**config.mk**
```make
export PLATFORM = sky130hd
export DESIGN_NAME = alu_logic_arbiter
export DESIGN_NICKNAME = d
export VERILOG_FILES = /design/src/rtl/alu_logic_arbiter.sv
export SDC_FILE = /design/constraint.sdc
export NUM_CORES = 1
export LEC_CHECK = 0
export CAP_MARGIN = 20
export CELL_PAD_IN_SITES_DETAIL_PLACEMENT = 2
export CELL_PAD_IN_SITES_GLOBAL_PLACEMENT = 2
export CORE_MARGIN = 4
export CORE_UTILIZATION = 22
export DETAILED_ROUTE_END_ITERATION = 6
export GPL_TIMING_DRIVEN = 0
export PLACE_DENSITY = 0.85
export REMOVE_ABC_BUFFERS = 1
export SYNTH_ARGS = -nofsm -noshare
export SYNTH_HDL_FRONTEND = slang
export SYNTH_SLANG_ARGS = --single-unit
export TNS_END_PERCENT = 50
```
**constraint.sdc**
```tcl
create_clock -name clock -period 5.6 [get_ports clock]
set_input_delay 1.12 -clock clock [delete_from_list [all_inputs] [get_ports clock]]
set_output_delay 1.12 -clock clock [all_outputs]
set_load 0.005 [all_outputs]
```
**src/rtl/alu_logic_arbiter.sv**
```systemverilog
// Round-robin arbiter sharing one 32-bit bitwise logic unit (AND/OR/XOR/ANDN) among NUM_REQ requesters.
// Defining ALU_ARB_PERF_EN adds a saturating grant counter with a synchronous clear.
module alu_logic_arbiter #(
  parameter int NUM_REQ = 4,
  parameter int ID_W    = 2
) (
  input  logic                  clock,
  input  logic                  reset_n,
  input  logic [NUM_REQ-1:0]    req_valid,
  output logic [NUM_REQ-1:0]    req_ready,
  input  logic [2*NUM_REQ-1:0]  req_op,
  input  logic [32*NUM_REQ-1:0] req_operandA,
  input  logic [32*NUM_REQ-1:0] req_operandB,
  output logic                  resp_valid,
  input  logic                  resp_ready,
  output logic [31:0]           resp_data,
  output logic [ID_W-1:0]       resp_id
`ifdef ALU_ARB_PERF_EN
  ,
  input  logic                  perf_clear,
  output logic [15:0]           perf_grant_count
`endif
);

  function automatic logic [31:0] logic_op(input logic [1:0] op, input logic [31:0] a,
                                           input logic [31:0] b);
    case (op)
      2'b00:   logic_op = a & b;
      2'b01:   logic_op = a | b;
      2'b10:   logic_op = a ^ b;
      2'b11:   logic_op = a & ~b;
      default: logic_op = 32'h0000_0000;
    endcase
  endfunction

  logic              out_free_s;
  logic              grant_found_s;
  logic              hit_s;
  logic [ID_W:0]     sum_s;
  logic [ID_W-1:0]   idx_s;
  logic [ID_W-1:0]   grant_idx_s;
  logic [ID_W-1:0]   next_ptr_s;
  logic [1:0]        sel_op_s;
  logic [31:0]       sel_a_s;
  logic [31:0]       sel_b_s;
  logic [ID_W-1:0]   rr_ptr_r;
  logic              resp_valid_r;
  logic [31:0]       resp_data_r;
  logic [ID_W-1:0]   resp_id_r;

  assign out_free_s = ~resp_valid_r | resp_ready;

  // Scan requesters starting at rr_ptr; the first valid one wins while the result slot is free.
  always_comb begin
    req_ready     = '0;
    grant_found_s = 1'b0;
    hit_s         = 1'b0;
    sum_s         = '0;
    idx_s         = '0;
    for (int k = 0; k < NUM_REQ; k++) begin
      sum_s = {1'b0, rr_ptr_r} + (ID_W+1)'(k);
      idx_s = (sum_s >= (ID_W+1)'(NUM_REQ)) ? ID_W'(sum_s - (ID_W+1)'(NUM_REQ)) : ID_W'(sum_s);
      hit_s = out_free_s & ~grant_found_s & req_valid[idx_s];
      req_ready[idx_s] = hit_s;
      grant_found_s    = grant_found_s | hit_s;
    end
  end

  // One-hot grant steers the winner's opcode, operands and index.
  always_comb begin
    sel_op_s    = 2'b00;
    sel_a_s     = 32'h0000_0000;
    sel_b_s     = 32'h0000_0000;
    grant_idx_s = '0;
    for (int i = 0; i < NUM_REQ; i++) begin
      sel_op_s    = sel_op_s    | ({2{req_ready[i]}}    & req_op[2*i +: 2]);
      sel_a_s     = sel_a_s     | ({32{req_ready[i]}}   & req_operandA[32*i +: 32]);
      sel_b_s     = sel_b_s     | ({32{req_ready[i]}}   & req_operandB[32*i +: 32]);
      grant_idx_s = grant_idx_s | ({ID_W{req_ready[i]}} & ID_W'(i));
    end
    next_ptr_s = (grant_idx_s == ID_W'(NUM_REQ - 1)) ? '0 : grant_idx_s + ID_W'(1);
  end

  // Result register and round-robin pointer; pointer only advances on an accepted request.
  always_ff @(posedge clock or negedge reset_n) begin
    if (!reset_n) begin
      resp_valid_r <= 1'b0;
      resp_data_r  <= 32'h0000_0000;
      resp_id_r    <= '0;
      rr_ptr_r     <= '0;
    end else if (grant_found_s) begin
      resp_valid_r <= 1'b1;
      resp_data_r  <= logic_op(sel_op_s, sel_a_s, sel_b_s);
      resp_id_r    <= grant_idx_s;
      rr_ptr_r     <= next_ptr_s;
    end else if (resp_ready) begin
      resp_valid_r <= 1'b0;
    end else begin
      resp_valid_r <= resp_valid_r;
    end
  end

  assign resp_valid = resp_valid_r;
  assign resp_data  = resp_data_r;
  assign resp_id    = resp_id_r;

`ifdef ALU_ARB_PERF_EN
  logic [15:0] perf_cnt_r;

  // Saturating count of accepted requests; clear wins over increment.
  always_ff @(posedge clock or negedge reset_n) begin
    if (!reset_n) begin
      perf_cnt_r <= 16'h0000;
    end else if (perf_clear) begin
      perf_cnt_r <= 16'h0000;
    end else if (grant_found_s && (perf_cnt_r != 16'hFFFF)) begin
      perf_cnt_r <= perf_cnt_r + 16'h0001;
    end else begin
      perf_cnt_r <= perf_cnt_r;
    end
  end

  assign perf_grant_count = perf_cnt_r;
`endif

endmodule
```
# Word level (Yosys, flattened, before mapping)

Cells that the tools add are included.

Flip-flop bits (word level): 37
Bits of input ports: 271
Output and inout bits: 39
Logic and storage cells: 105

$add $sub $neg: 8
$lt $le $gt $ge: 12
Eq/ne operators: 4
Mux-type cells: 27
Bitwise logic cells: 44
Reductions and logical operators: 6

Operators by type and width:

| kind                  | number |
|---|---|
| $and A32 B32 Y32      | 10 |
| $or A32 B32 Y32       | 7 |
| $pmux W32 S4          | 1 |
| $not A32 Y32          | 1 |
| $xor A32 B32 Y32      | 1 |
| $bwmux W4             | 3 |
| $lt A2 B3 Y1 const B  | 4 |
| $mux W1               | 10 |
| $mux W2               | 5 |
| $ge A3 B3 Y1 const B  | 3 |
| $and A2 B2 Y2         | 4 |
| $bmux W1 S2           | 4 |
| $demux W1 S2          | 4 |
| $ge A2 B1 Y1 const B  | 4 |
| $or A2 B2 Y2          | 4 |
| $sub A2 B1 Y2 const B | 4 |
| $and A1 B1 Y1         | 7 |
| $add A2 B2 Y3 const B | 2 |
| $eq A2 B2 Y1 const B  | 3 |
| $and A4 B4 Y4         | 1 |
| $logic_and A1 B1 Y1   | 4 |
| $not A1 Y1            | 4 |
| $or A1 B1 Y1          | 4 |
| $add A2 B1 Y3 const B | 1 |
| 6 further kinds       | 6 |

# Logic depth before layout (Yosys ltp)

Depth in word-level cells: 24
Gate-level depth with buffers: 18
Gate-level depth less buffers: 14

# Worst setup path before layout

No wires, ideal clock.

Path type: input to register
Start: input req_valid[2]
End: register resp_data_r[12] (netlist: resp_data[12])
Setup time: 110 ps
Data arrival time: 4204 ps
Data required time: 5490 ps
Path slack: 1286 ps
Cell stages on the path: 12
Path buffers: 3
Path through: mux4_2 > or2_4 > or4_4 > o211ai_4 > buf_12 > buf_12 > a222oi_1 > and2_1 > ha_1 > nand2_1 > clkbuf_1 > o41ai_1

Longest elaborated chain between the ends: 22
Elaborated cells on any way between the ends: 56
Classes of those cells: 3 x eq/ne; 12 x mux; 40 x bitwise; 1 x reduce/logical

RTL lines:

| what                          | line | source |
|---|---|---|
| start: declaration            | 9    | `input logic [NUM_REQ-1:0] req_valid,` |
| $bmux W1 S2                   | 63   | `hit_s = out_free_s & ~grant_found_s & req_valid[idx_s];` |
| $mux W1 (not written as such) | 63   |  |
| $and A1 B1 Y1                 | 63   |  |
| $not A1 Y1                    | 63   |  |
| $and A1 B1 Y1 (2 in series)   | 63   |  |
| $or A1 B1 Y1                  | 65   | `grant_found_s = grant_found_s \| hit_s;` |
| $not A1 Y1                    | 63   |  |
| $and A1 B1 Y1 (2 in series)   | 63   |  |
| [... 2 more ...]              | --   |  |
| $and A1 B1 Y1 (2 in series)   | 63   |  |
| $bwmux W4 *                   | 64   | `req_ready[idx_s] = hit_s;` |
| via req_ready[0]              | 10   | `output logic [NUM_REQ-1:0] req_ready,` |
| $and A32 B32 Y32              | 78   | `sel_b_s = sel_b_s \| ({32{req_ready[i]}} & req_operandB[32*i +: 32]);` |
| $or A32 B32 Y32 (3 in series) | 78   |  |
| $not A32 Y32                  | 31   | `2'b11: logic_op = a & ~b;` |
| $and A32 B32 Y32              | 31   |  |
| $pmux W32 S4 *                | 27   | `case (op)` |
| end signal: assignment        | 93   | `resp_data_r <= logic_op(sel_op_s, sel_a_s, sel_b_s);` |
| end: declaration              | 48   | `logic [31:0] resp_data_r;` |

Mark *: on every way through the listed nets, which the timed path passes. The rest lies on a longest branch. The select of a mux whose other input is x is not followed.
A chain may end at the register's enable or synchronous reset.

# Worst setup path after layout

Start: input req_valid[2]
End: output req_ready[1]

Longest elaborated chain between the ends: 15
Elaborated cells on any way between the ends: 24
Classes of those cells: 11 x mux; 13 x bitwise

RTL lines:

| what                          | line |
|---|---|
| $bmux W1 S2                   | 63 |
| $mux W1 (not written as such) | 63 |
| $and A1 B1 Y1                 | 63 |
| $not A1 Y1                    | 63 |
| $and A1 B1 Y1 (2 in series)   | 63 |
| $or A1 B1 Y1                  | 65 |
| $not A1 Y1                    | 63 |
| $and A1 B1 Y1 (2 in series)   | 63 |
| $or A1 B1 Y1                  | 65 |
| $not A1 Y1                    | 63 |
| $and A1 B1 Y1 (2 in series)   | 63 |
| $bwmux W4 *                   | 64 |
| end: declaration              | 10 |

Mark *: on every way between the ends. The rest lies on a longest branch, timed or not. The select of a mux whose other input is x is not followed.

==> out/results.env <==
MASTER_CELL_OF_THE_CLOCK_ROOT_BUFFER='clkbuf_16'
NUM-NETS-FINAL=1180
POWER_SWITCHING_mW=3.208
GRT_START_MAX_NET_PINS=37
GRT_ANTENNA_BEFORE_REPAIR=0
WORSTPATHMAXFANOUT=27
REPORT.POWER.TOTAL_mW=6.250
CLK_PATH_BUF_DEPTH=2
POST_SYNTHESIS_MUX_AREA_SHARE=0.01818
AREA_FRACTION_OF_THE_DOMINANT_CELL_TYPE_AFTER_SYNTHESIS=0.1703
FILLER_CELL_COUNT=2682
STATUS='finished, final reports clean'
SYNTH_ASYNC_SR_FLOP_SHARE=1.000
RSZ0062_AT_GRT='false'
DP.FINAL_HPWL_UM=22150
TIMING.MAX_CAP.VIOLATIONS=0
R2R_START='rr_ptr_r[0]'
DIODES_INSERTED=0
POWER.CLOCK.FRACTION=0.047
CTS.REPORTEDPATHS.CLKPINSLEW_NS=0.06
SYNTH_FA_HA_AREA_FRAC=0.09664
SETUP_VIOL=0
P_PER_AREA_mW_PER_MM2=681.4
DETAIL_ROUTE.VIAS_PER_CELL=5.375
P_SW_FRAC=0.5133
YS_TOP_CELLS_BY_COUNT='o21ai_0, ha_1, clkbuf_1'
DRT_FIRST_PASS_ITERS=4
WORST_PIN_SLEW_NS=0.8734
AREA_GROWTH_SYN_TO_LAYOUT_PCT=68.68
TRITONCTS_NUM_SINKS=37
WORSTSETUPPATHTYPE='in -> out'
POST-SYNTH-TOP-COUNT-CELL='o21ai_0'
WL_PER_CELL_UM=23.11
GR-TOTAL-OVERFLOW=0
YOSYSTOPAREACELL='dfrtp_1'
GRT_PASS1_WL_UM=41290
WORSTHOLDENDPOINT='resp_id[0]'
SHARE_OF_CELLS_ABOVE_DRIVE_STRENGTH_1=0.1094
FINAL_MAX_SLEW_VIOL_COUNT=0
GP_CONGESTION=0.7313
PLACEMENTROWS=57
LEAKAGE_nW=3.273
HORIZONTAL_DIE_DIMENSION_UM=165.2
VDD_IR_DROP_MAX_V=0.0003665
GRT_USE_TOTAL=0.1939
SYNTH_EDF_COUNT=0
CP-END-KIND='primary output'
TRITONCTS='yes'
WORSTSETUPSTARTPOINTTYPE='input pin'
CELL_TYPES_OCCUPYING_THE_MOST_AREA_AFTER_SYNTHESIS='dfrtp_1, ha_1, o41ai_2'
SYNTH.YOSYS.WARNINGS=0
REGTOREGSETUPSLACK_NS=0.43
SYNTH-XOR-AREA-SHARE=0.001611
PORTBUFFERS=309
SYNTH-SIMPLE-AREA-SHARE=0.1291
SLEW_HEADROOM=0.4165
FINALSETUPTNS_NS=0
MAX_FREQ_MHz=183.6
POST_SYNTH.CELL_AREA_AVG_UM2=9.170
YS_SEQ_ELEMENTS=37
R2R_END='resp_data[22]'
DRT.ANTENNA.VIOLATING_NETS=0
PWR-SHARE-SEQ=0.080
SYNTH_COMPOUND_GATE_AREA_SHARE=0.4991
CRITPATHARRIVALTIME_NS=4.33
SYNTH_TOP_FLOP_CELL='dfrtp_1'
FP.DIEAREA_MM2=0.02730
WORSTHOLDPATHCELLS=1
SYNTH_TOP_FAMILY_BY_AREA='compound AO/OA/AOI/OAI gates'
DESIGN.PORTCOUNT=310
R2R_CELLS=13
DIE_HEIGHT_UM=165.2
VIA_COUNT_OF_THE_FIRST_GLOBAL_ROUTING_PASS=7186
PERIOD_NEEDED_NS=5.447
HOLD_PATH_CLASS='reg -> reg'
DR.FIRST_ITER.DRC_COUNT=159
CTS_HTREE_LEVELS=2
DRC_VIOLS=0
FINAL_REPORT_HOLD_VIOLATION_COUNT=0
ROUTED_WL_UM=27550
VIAS=6407
P_INT_mW=3.042
SYNTH_CELL_TYPE_COUNT=53
CELL_AREA_AFTER_SYNTHESIS_MM2=0.005438
FP.COREAREA_MM2=0.02432
CTS_BUFFERS=5
HOLD_START='resp_id[0]'
CLOCK_INSERTION_DELAY_WORST_SKEW_NS=0.29
SYNTH.YOSYS.SEQ_AREA_SHARE=0.1703
INITIAL_CORE_UTIL=0.2236
P_COMB_FRAC=0.873
PERIOD_SHARE=0.9727
CP.REQUIRED_NS=4.48
POSTSYNTHCELLCOUNT=593
WORST_CLK_SKEW_NS=0.007253
cell type report:
type,count,area (um^2),share of cell area
clock buffer,8,136.4,0.01487
multi-input combinational,461,4130,0.4503
tap,324,405.4,0.04420
timing repair buffer,325,3436,0.3746
sequential,37,925.9,0.1009
inverter,37,138.9,0.01514
worst max-delay path: stages:
cell,delay (ns)
clkdlybuf4s50_1,0.56
mux4_2,0.61
or2_4,0.29
o31a_1,0.38
a31oi_4,0.54
buf_12,0.27
clkdlybuf4s50_1,0.53
placed cells by master (no fill, tap or decap), drive strengths merged, types with 35 or more instances in the layout:
master and count:
dfrtp 37, ha 42, inv 37, a22oi 64, clkdlybuf4s50 308, o21ai 64, and2 35
how the worst max path moves through the flow:
| stage | endpoint | cells after the start | from | slack [ns] |
|---|---|---|---|---|
| finish | req_ready[1] | 7 | req_valid[2] | 0.15 |
| global route | req_ready[1] | 7 | req_valid[2] | 0.04 |
| CTS | resp_data[22] | 12 | req_valid[2] | 0.09 |
| detailed placement | resp_data[22] | 13 | req_valid[2] | -1.27 |
| global placement | resp_data[30] | 10 | req_valid[0] | -6.82 |
| floorplan | resp_data[12] | 9 | req_valid[3] | -1.57 |
per-stage QoR:
step / std cells / util / setup slack (ns) / instance area (um^2) / hold slack [ns]
after detailed placement: 1181 / 0.3698 / -1.266 / 8992 / 0.4885
after global placement: 1167 / 0.3541 / -6.819 / 8612 / 0.4703
after CTS: 1192 / 0.3768 / 0.08612 / 9163 / 0.5082
after floorplan: 534 / - / -1.567 / 5114 / 0.4844
final: 1192 / 0.3772 / 0.1529 / 9173 / 0.5104
after global routing: 1192 / 0.3772 / 0.04228 / 9173 / 0.5309
power by group through the flow:
stage	Combinational (mW)	Sequential [mW]	Clock [mW]
after floorplan	3.19	0.501	0
after global placement	4.79	0.493	0
after detailed placement	5.42	0.507	0
after CTS	5.51	0.503	0.309
after global routing	6.06	0.521	0.318
final	5.46	0.501	0.294
cells by family after synthesis:
kind of cell    count (synthesis)
mux                             6
simple gates                   99
buf+inv                        96
xor+xnor                        1
compound gates                312
fa+ha+maj                      42
flops                          37
layer usage:
| layer | wire length [um] | track usage |
|---|---|---|
| met1 | 10680 | 0.2151 |
| met5 | 0 | 0 |
| met2 | 14370 | 0.3693 |
| met4 | 448 | 0.03970 |
| met3 | 2051 | 0.05138 |
timing repair:
item                       4_1_cts  5_1_grt
setup endpoints to repair       33       15
pin swaps                        2        0
hold buffers                     0        0
cloned                           1        0
resized for setup                2        1
setup buffers                    2        0
registers in the layout, summed over array words and instances (netlist names):
register    flops
resp_data      32
resp_id         2
rr_ptr_r        2
resp_valid      1
(Power assumes the default switching activity.)
